**src/rtl/zeroheti_sba_obi_mgr.sv**
```systemverilog
// Bridge from the debug module SBA master port (req/gnt/rvalid) to an OBI
// manager port. One outstanding transaction, tagged on aid, with responses
// filtered by rid and an optional timeout that reports other_err.
//
// Ports:
//   clk_i, rst_ni            clock, asynchronous active-low reset
//   sba_req_i .. sba_be_i    debug module request and payload
//   sba_gnt_o, sba_rvalid_o  one-cycle grant / response pulses
//   sba_rdata_o, sba_err_o,
//   sba_other_err_o          response data, subordinate error, timeout error
//   obi_req_o .. obi_aid_o   OBI address phase (held until granted)
//   obi_gnt_i                OBI grant
//   obi_rvalid_i .. obi_err_i OBI response phase
module zeroheti_sba_obi_mgr #(
  parameter int unsigned AddrWidth     = 32,
  parameter int unsigned DataWidth     = 32,
  parameter int unsigned IdWidth       = 1,
  parameter int unsigned TimeoutCycles = 1024
) (
  input  logic                   clk_i,
  input  logic                   rst_ni,
  input  logic                   sba_req_i,
  input  logic [AddrWidth-1:0]   sba_addr_i,
  input  logic                   sba_we_i,
  input  logic [DataWidth-1:0]   sba_wdata_i,
  input  logic [DataWidth/8-1:0] sba_be_i,
  output logic                   sba_gnt_o,
  output logic                   sba_rvalid_o,
  output logic [DataWidth-1:0]   sba_rdata_o,
  output logic                   sba_err_o,
  output logic                   sba_other_err_o,
  output logic                   obi_req_o,
  input  logic                   obi_gnt_i,
  output logic [AddrWidth-1:0]   obi_addr_o,
  output logic                   obi_we_o,
  output logic [DataWidth/8-1:0] obi_be_o,
  output logic [DataWidth-1:0]   obi_wdata_o,
  output logic [IdWidth-1:0]     obi_aid_o,
  input  logic                   obi_rvalid_i,
  input  logic [DataWidth-1:0]   obi_rdata_i,
  input  logic [IdWidth-1:0]     obi_rid_i,
  input  logic                   obi_err_i
);

  localparam int unsigned BeWidth  = DataWidth / 8;
  localparam int unsigned CntWidth = (TimeoutCycles > 1) ? $clog2(TimeoutCycles) : 1;
  localparam logic [CntWidth-1:0] CntLast = CntWidth'(TimeoutCycles - 1);
  localparam bit TimeoutEn = (TimeoutCycles != 0);

  typedef enum logic [1:0] {IDLE, ADDR, RESP, ABORT} state_e;

  state_e                state_q, state_d;
  logic [CntWidth-1:0]   cnt_q, cnt_d;
  logic [IdWidth-1:0]    tag_q, tag_d;
  logic [AddrWidth-1:0]  addr_q, addr_d;
  logic                  we_q, we_d;
  logic [BeWidth-1:0]    be_q, be_d;
  logic [DataWidth-1:0]  wdata_q, wdata_d;
  logic                  req_q, req_d;
  logic                  gnt_q, gnt_d;
  logic                  rvalid_q, rvalid_d;
  logic [DataWidth-1:0]  rdata_q, rdata_d;
  logic                  err_q, err_d;
  logic                  oerr_q, oerr_d;
  logic                  timeout;
  logic                  rsp_match;

  assign timeout   = TimeoutEn && (cnt_q == CntLast);
  assign rsp_match = obi_rvalid_i && (obi_rid_i == tag_q);

  // Next-state and registered-output logic
  always_comb begin
    state_d  = state_q;
    cnt_d    = cnt_q;
    tag_d    = tag_q;
    addr_d   = addr_q;
    we_d     = we_q;
    be_d     = be_q;
    wdata_d  = wdata_q;
    gnt_d    = 1'b0;
    rvalid_d = 1'b0;
    rdata_d  = '0;
    err_d    = 1'b0;
    oerr_d   = 1'b0;

    unique case (state_q)
      IDLE: begin
        if (sba_req_i) begin
          addr_d  = sba_addr_i;
          we_d    = sba_we_i;
          be_d    = sba_be_i;
          wdata_d = sba_wdata_i;
          tag_d   = tag_q + IdWidth'(1);
          cnt_d   = '0;
          state_d = ADDR;
        end
      end
      ADDR: begin
        cnt_d = cnt_q + CntWidth'(1);
        // A grant in the timeout cycle still completes normally
        if (obi_gnt_i) begin
          gnt_d   = 1'b1;
          cnt_d   = '0;
          state_d = RESP;
        end else if (timeout) begin
          gnt_d   = 1'b1;
          state_d = ABORT;
        end
      end
      RESP: begin
        cnt_d = cnt_q + CntWidth'(1);
        if (rsp_match) begin
          rvalid_d = 1'b1;
          rdata_d  = obi_rdata_i;
          err_d    = obi_err_i;
          state_d  = IDLE;
        end else if (timeout) begin
          rvalid_d = 1'b1;
          oerr_d   = 1'b1;
          state_d  = IDLE;
        end
      end
      ABORT: begin
        // Error response follows the abort grant pulse by one cycle
        rvalid_d = gnt_q;
        oerr_d   = gnt_q;
        if (obi_gnt_i) begin
          state_d = IDLE;
        end
      end
      default: state_d = IDLE;
    endcase

    req_d = (state_d == ADDR) || (state_d == ABORT);
  end

  // State and output registers
  always_ff @(posedge clk_i or negedge rst_ni) begin
    if (!rst_ni) begin
      state_q  <= IDLE;
      cnt_q    <= '0;
      tag_q    <= '0;
      addr_q   <= '0;
      we_q     <= 1'b0;
      be_q     <= '0;
      wdata_q  <= '0;
      req_q    <= 1'b0;
      gnt_q    <= 1'b0;
      rvalid_q <= 1'b0;
      rdata_q  <= '0;
      err_q    <= 1'b0;
      oerr_q   <= 1'b0;
    end else begin
      state_q  <= state_d;
      cnt_q    <= cnt_d;
      tag_q    <= tag_d;
      addr_q   <= addr_d;
      we_q     <= we_d;
      be_q     <= be_d;
      wdata_q  <= wdata_d;
      req_q    <= req_d;
      gnt_q    <= gnt_d;
      rvalid_q <= rvalid_d;
      rdata_q  <= rdata_d;
      err_q    <= err_d;
      oerr_q   <= oerr_d;
    end
  end

  assign sba_gnt_o       = gnt_q;
  assign sba_rvalid_o    = rvalid_q;
  assign sba_rdata_o     = rdata_q;
  assign sba_err_o       = err_q;
  assign sba_other_err_o = oerr_q;
  assign obi_req_o       = req_q;
  assign obi_addr_o      = addr_q;
  assign obi_we_o        = we_q;
  assign obi_be_o        = be_q;
  assign obi_wdata_o     = wdata_q;
  assign obi_aid_o       = tag_q;

endmodule

```
**config.mk**
```make
export PLATFORM = sky130hd
export DESIGN_NAME = zeroheti_sba_obi_mgr
export DESIGN_NICKNAME = d
export VERILOG_FILES = /design/src/rtl/zeroheti_sba_obi_mgr.sv
export SDC_FILE = /design/constraint.sdc
export NUM_CORES = 1
export LEC_CHECK = 0
export ABC_AREA = 1
export CORE_UTILIZATION = 44
export CTS_CLUSTER_SIZE = 8
export DETAILED_ROUTE_END_ITERATION = 7
export MAX_ROUTING_LAYER = met4
export PLACE_DENSITY = 0.91
export SYNTH_ARGS = -nofsm -noshare
export SYNTH_HDL_FRONTEND = slang
export SYNTH_SLANG_ARGS = --single-unit
```
**constraint.sdc**
```tcl
create_clock -name clk_i -period 2.7 [get_ports clk_i]
set_clock_uncertainty 0.05 [all_clocks]
set_input_delay 0.675 -clock clk_i [delete_from_list [all_inputs] [get_ports clk_i]]
set_output_delay 0.675 -clock clk_i [all_outputs]
set_load 0.02 [all_outputs]
```
# Word-level counts from Yosys, hierarchy flattened
# Cells that the tools add are included.
# totals
ff_bits	119
out_inout_bits	107
elab_cells	50
# op_classes
addsub	2
eq_ne	8
mux	21
n_reduce_logical	6
# op_table
op	count
$mux W32	2
$pmux W10 S3	1
$mux W10	2
$mux W2	6
$add A10 B1 Y10 const B	1
$eq A10 B10 Y1 const B	1
$pmux W2 S4	1
$mux W1	7
$eq A2 B2 Y1 const B	3
$eq A2 B1 Y1 const B	2
$pmux W1 S2	2
$reduce_and A2 Y1	2
$reduce_bool A3 Y1	1
$logic_not A2 Y1	1
$ne A2 B2 Y1 const B	1
$add A1 B1 Y1 const B	1
$eq A1 B1 Y1	1
$logic_and A1 B1 Y1	1
$logic_or A1 B1 Y1	1

# Logic depth before layout (Yosys ltp)
# Gate-level depths: netlist of the first run.
# depth
word_depth	6
mapped_depth	9
depth_no_buf	9

# Least setup slack after synthesis of the first run
# Ideal clock, no wire load.
# synth_path
path_kind	register to register
startpoint	reg state_q[0]
endpoint	reg wdata_q[4] (netlist: obi_wdata_o[4])
t_arrival_ps	1560
t_required_ps	2525
path_slack_ps	965
path_stages_with_launch	6
path_buffers	1
path_cell_list	dfrtp_1 > inv_1 > ha_1 > nand2_4 > clkbuf_8 > mux2_2
# synth_via
elab_chain_len	2
# synth_rtl
item	line_no	source
start: declaration	52	state_e state_q, state_d;
start signal: assignment	154	state_q <= state_d;
$logic_not A2 Y1	86	unique case (state_q)
$reduce_and A2 Y1 (no source line)	n/a	
end signal: assignment	160	wdata_q <= wdata_d;
end: declaration	58	logic [DataWidth-1:0] wdata_q, wdata_d;
# No other way between the ends.
# A chain may end at the register's enable or synchronous reset.

==> results of run 1 <==
[layout make-up]
type | count | share of cell area
Antenna cell | 2 | 0.000663
Clock buffer | 22 | 0.0600
Clock inverter | 9 | 0.0199
Inverter | 48 | 0.0239
Multi-Input combinational cell | 187 | 0.186
Sequential cell | 118 | 0.391
Tap cell | 136 | 0.0226
Timing Repair Buffer | 221 | 0.296
[flip-flops by register name, indices dropped and copies added (netlist names)]
register         count
cnt_q               10
obi_addr_o          32
obi_aid_o            1
obi_be_o             4
obi_wdata_o         32
obi_we_o             1
sba_err_o            1
sba_gnt_o            1
sba_other_err_o      1
sba_rdata_o         32
sba_rvalid_o         1
state_q              2
[power by group through the flow]
stage | Sequential (mW) | Combinational (mW) | Clock, mW
after global routing | 2.78 | 3.59 | 2.41
after detailed placement | 2.72 | 3.40 | 0
final | 2.71 | 3.41 | 2.28
after floorplan | 3.39 | 1.12 | 0
after CTS | 2.71 | 3.44 | 2.31
after global placement | 2.67 | 3.30 | 0
[cell families (layout without fill, tap and decap cells)]
logic type	count (synthesis)	after routing	synth area share
flops	118	118	0.635
simple gates	95	95	0.0862
mux	69	69	0.171
buf+inv	58	300	0.0627
compound gates	12	12	0.0180
fa+ha+maj	7	7	0.0188
xor+xnor	4	4	0.00754
other cells	0	2	0
[stage by stage]
step	worst slack (ns)	std cells	hold slack, ns
2_1_floorplan	0.965	363	0.329
3_5_place_dp	0.474	710	0.440
5_1_grt	0.282	743	0.0469
3_3_place_gp	0.514	710	0.428
4_1_cts	0.333	741	0.0417
6_report	0.365	743	0.0512
[Yosys cell counts, drive strengths merged]
cell type,number
dfrtp,118
mux2,69
inv,48
nor2,47
nand2,31
nand3,12
clkbuf,7
ha,7
o21ai,5
a21oi,4
xor2,4
buf,3
nand4,2
nor3,2
a21boi,1
a21o,1
nor3b,1
o21bai,1
[path summary, 6_finish.rpt]
kind	from	end	slack, ns	cells after the start
setup / recovery	state_q[0]	obi_req_o	0.36	1
min in group clk_i	obi_addr_o[0]	obi_addr_o[0]	0.45	1
hold / removal	rst_ni	sba_rdata_o[6]	0.05	1
setup reg to reg	state_q[0]	obi_wdata_o[21]	0.79	5
max in group asynchronous	rst_ni	sba_rdata_o[11]	1.90	2
hold reg to reg	obi_addr_o[0]	obi_addr_o[0]	0.45	1
[routing by layer]
layer / GRT usage / wire length [µm] / up-vias
met1: 0.265 / 4570 / 1701
met4: 0.0795 / 240 / 0
met2: 0.418 / 6540 / 162
met5: - / 0 / -
li1: - / - / 1617
met3: 0.0886 / 897 / 21
==> flow_metrics.tcl, run 1 <==
set metrics [dict create \
    status "finished clean" \
    cts_buffers 17 \
    grt_pass1_wl_mm 19.8 \
    grt_overflow 0 \
    fin_crit_sh 0.865 \
    final_common_cell "clkdlybuf4s50_1" \
    hold_class "in -> async" \
    cellLeakagePower_nw 3.48 \
    cp_slowest_cell "clkdlybuf4s50_1" \
    cp-end-kind "output pin" \
    crit_path_start_kind "register" \
    synth_top_cell_by_area "dfrtp_1" \
    slew_violations 0 \
    cts_resized 0 \
    p_clk_frac 0.272 \
    cpPeakStageDelay_ns 0.66 \
    clk_latency_ns 0.50 \
    utilization 0.734 \
    synth_cells 363 \
    clkSinkCount 118 \
    nNetsFinal 708 \
    root_buffer "clkbuf_8" \
    seq_area_um2 2950 \
    drtIter0Drc 100 \
    switchingPower_mw 2.69 \
    die_x_um 105 \
    io_buffers 214 \
    detail_route.wl_per_cell_um 16.5 \
    grt_max_degree 48 \
    coreArea_um2 10300 \
    fillers 696 \
    clkTransAtPathRegs_ns 0.06 \
    ys_seq_area_frac 0.635 \
    syn_area_um2 4650 \
    synth_top_cell_area_share 0.635 \
    final_cell_mix "clkdlybuf4s50_1 (213), dfrtp_1 (118), mux2_2 (64), inv_1 (47), nor2_1 (46)" \
    power_frac_comb 0.406 \
    setup_tns_ns 0 \
    swShare 0.321 \
    drt-vias-per-instance 4.71 \
    start_util 0.452 \
    ys_top_cells_by_area "dfrtp_1 (64%), mux2_2 (16%), inv_1 (3.8%), nor2_1 (3.7%), nand2_1 (2.3%)" \
    cts_buffer_depth 2 \
    seqPwrFrac 0.322 \
    criticalPathCategory "reg -> out" \
    multi_input_area_um2 1400 \
    p_int_mw 5.70 \
    rows 37 \
    antenna_found_initial 2 \
    first_pass_iters 4 \
    finalHoldViolations 0 \
    vdd_drop_max_uv 639 \
    power_density_nw_per_um2 1110 \
    worst_pin_slew_ns 0.388 \
    max_freq_mhz 428 \
    final_area_um2 7540 \
    crit_family "buffers and inverters" \
    die_area_um2 11000 \
    rsz0062_at_grt "no" \
    place_area_um2 6940 \
    io_pins 215 \
    syn_area_per_cell_um2 12.8 \
    grt_usage 0.245 \
    slew_headroom 0.742 \
    worst-path-max-fanout 6 \
    cts_hold_buf 0 \
    yosysWarnings 0 \
    min_period_ns 2.34 \
    arrival_ns 1.61 \
    syn_to_final_growth_pct 62.3 \
    tritoncts "done" \
    setup-violations-final 0 \
    first_global_vias 3791 \
    htreeDepth 4 \
    drt_wl_total_mm 12.3 \
    ant_nets 0 \
    gp_congestion 0.866 \
    dpl.hpwl_mm 8.96 \
    power.total_mw 8.39 \
    synth.net_count 478 \
    path_cells "clkdlybuf4s50_1" \
    die_h_um 105 \
    path_buf_inv 1 \
    drc 0 \
    post-cts-setup-buffers 0 \
    final_layout_size_suffix_gt1_frac 0.187 \
    yosys_register_bits 118 \
    synth_cell_types 26 \
    vias 3501 \
    cap_violations 0 \
    cp_data_required_time_ns 1.98 \
]
Note: power is estimated with default switching activity, not from simulation.
==> run 2: changes to the inputs <==
--- a/config.mk
+++ b/config.mk
@@ -6,6 +6,7 @@
 export NUM_CORES = 1
 export LEC_CHECK = 0
 export ABC_AREA = 1
+export CAP_MARGIN = 20
 export CORE_UTILIZATION = 44
 export CTS_CLUSTER_SIZE = 8
 export DETAILED_ROUTE_END_ITERATION = 7
==> results of run 2 <==
Final layout, timing and power as in run 1 (identical DEF).
==> run 3: changes to the inputs <==
--- a/config.mk
+++ b/config.mk
@@ -7,11 +7,12 @@
 export LEC_CHECK = 0
 export ABC_AREA = 1
 export CAP_MARGIN = 20
-export CORE_UTILIZATION = 44
+export CORE_UTILIZATION = 41
 export CTS_CLUSTER_SIZE = 8
 export DETAILED_ROUTE_END_ITERATION = 7
+export GPL_ROUTABILITY_DRIVEN = 0
 export MAX_ROUTING_LAYER = met4
-export PLACE_DENSITY = 0.91
+export PLACE_DENSITY = 0.86
 export SYNTH_ARGS = -nofsm -noshare
 export SYNTH_HDL_FRONTEND = slang
 export SYNTH_SLANG_ARGS = --single-unit
==> constraint.sdc (replaced) <==
create_clock -name clk_i -period 2.3 [get_ports clk_i]
set_clock_uncertainty 0.05 [all_clocks]
set_input_delay 0.575 -clock clk_i [delete_from_list [all_inputs] [get_ports clk_i]]
set_output_delay 0.575 -clock clk_i [all_outputs]
set_load 0.02 [all_outputs]
==> flow_metrics.tcl, run 3 (same netlist as run 1, synthesis figures left out) <==
set metrics [dict create \
    status "finished clean" \
    power_frac_comb 0.392 \
    worst_pin_slew_ns 0.411 \
    grt_pass1_wl_mm 17.5 \
    clkSinkCount 118 \
    root_buffer "clkbuf_16" \
    criticalPathCategory "reg -> out" \
    p_clk_frac 0.295 \
    setup-violations-final 0 \
    hold_class "in -> async" \
    diodes 0 \
    swShare 0.313 \
    coreArea_um2 10900 \
    vdd_drop_max_uv 762 \
    seqPwrFrac 0.312 \
    tritoncts "done" \
    io_pins 215 \
    grt_usage 0.205 \
    utilization 0.696 \
    min_period_ns 2.11 \
    final_cell_mix "clkdlybuf4s50_1 (213), dfrtp_1 (118), mux2_2 (64), inv_1 (47), nor2_1 (46)" \
    dpl.hpwl_mm 8.26 \
    post-cts-setup-buffers 0 \
    cp-end-kind "output pin" \
    drtIter0Drc 224 \
    grt_overflow 0 \
    cpPeakStageDelay_ns 0.65 \
    rows 38 \
    setup_tns_ns 0 \
    finalHoldViolations 0 \
    final_common_cell "clkdlybuf4s50_1" \
    cts_resized 0 \
    htreeDepth 4 \
    start_util 0.425 \
    cts_buffer_depth 2 \
    fin_crit_sh 0.916 \
    die_x_um 108 \
    slew_violations 0 \
    max_freq_mhz 475 \
    worst-path-max-fanout 6 \
    power_density_nw_per_um2 1330 \
    cellLeakagePower_nw 3.50 \
    antenna_found_initial 0 \
    p_int_mw 6.95 \
    io_buffers 214 \
    cap_violations 0 \
    r2r_slack_ns 0.49 \
    clkTransAtPathRegs_ns 0.05 \
    path_buf_inv 1 \
    crit_path_start_kind "register" \
    ant_nets 0 \
    cts_buffers 17 \
    grt_max_degree 48 \
    cp_slowest_cell "clkdlybuf4s50_1" \
    drt_wl_total_mm 11.3 \
    slew_headroom 0.726 \
    first_global_vias 3667 \
    vias 3441 \
    path_cells "clkdlybuf4s50_1" \
    cts_hold_buf 0 \
    first_pass_iters 6 \
    drt-vias-per-instance 4.63 \
    die_h_um 108 \
    final_layout_size_suffix_gt1_frac 0.187 \
    rsz0062_at_grt "no" \
    arrival_ns 1.48 \
    cp_data_required_time_ns 1.67 \
    detail_route.wl_per_cell_um 15.2 \
    syn_to_final_growth_pct 63.8 \
    crit_family "buffers and inverters" \
    switchingPower_mw 3.17 \
    nNetsFinal 706 \
    clk_latency_ns 0.40 \
    die_area_um2 11800 \
    drc 0 \
]
-- run 3: cell types whose count changed in the layout (fill, tap and decap cells not counted), sizes merged --
cell and delta:
buf -2, clkinvlp +1, diode -2, bufinv +2, clkbuf -2
-- run 3: metal layers --
| metal | routed length (µm) | up-vias | share of wire | GRT usage |
|---|---|---|---|---|
| met5 | 0 | - | 0 | - |
| met4 | 186 | 0 | 0.016 | 0.0830 |
| met3 | 788 | 13 | 0.070 | 0.0603 |
| met2 | 5760 | 159 | 0.51 | 0.340 |
| met1 | 4570 | 1655 | 0.40 | 0.232 |
| li1 | - | 1614 | - | - |
-- run 3: final timing paths --
path | cells after the start | from | end
setup reg to reg | 5 | state_q[0] | obi_wdata_o[19]
min in group clk_i | 1 | obi_wdata_o[3] | obi_wdata_o[3]
setup / recovery | 1 | state_q[0] | obi_req_o
max in group asynchronous | 2 | rst_ni | sba_rdata_o[0]
hold / removal | 1 | rst_ni | obi_wdata_o[11]
hold reg to reg | 1 | obi_wdata_o[3] | obi_wdata_o[3]
-- run 3: power by group through the flow --
| stage | combinational (mW) | sequential (mW) | clock (mW) |
|---|---|---|---|
| 3_5_place_dp | 3.99 | 3.20 | 0 |
| 5_1_grt | 4.20 | 3.25 | 3.15 |
| 2_1_floorplan | 1.31 | 3.98 | 0 |
| 6_report | 3.97 | 3.16 | 2.99 |
| 4_1_cts | 4.01 | 3.17 | 3.04 |
| 3_3_place_gp | 3.89 | 3.14 | 0 |
-- run 3: layout make-up --
class,instances,area (µm²)
clock buffer,20,447
fill,765,3330
clock inverter,12,225
inverter,48,180
sequential,118,2950
multi-input combinational,187,1400
tap,140,175
timing repair buffer,219,2230
-- run 3: metrics by stage --
stage          instances  area [µm²]  worst slack [ns]  total power [mW]  hold WS [ns]
2_1_floorplan        363        4650             0.565              5.30         0.229
3_3_place_gp         712        6940             0.309              7.03         0.428
3_5_place_dp         712        6940             0.270              7.19         0.447
4_1_cts              744        7610             0.174              10.2        0.0570
5_1_grt              744        7610             0.130              10.6        0.0671
6_report             744        7610             0.193              10.1        0.0521
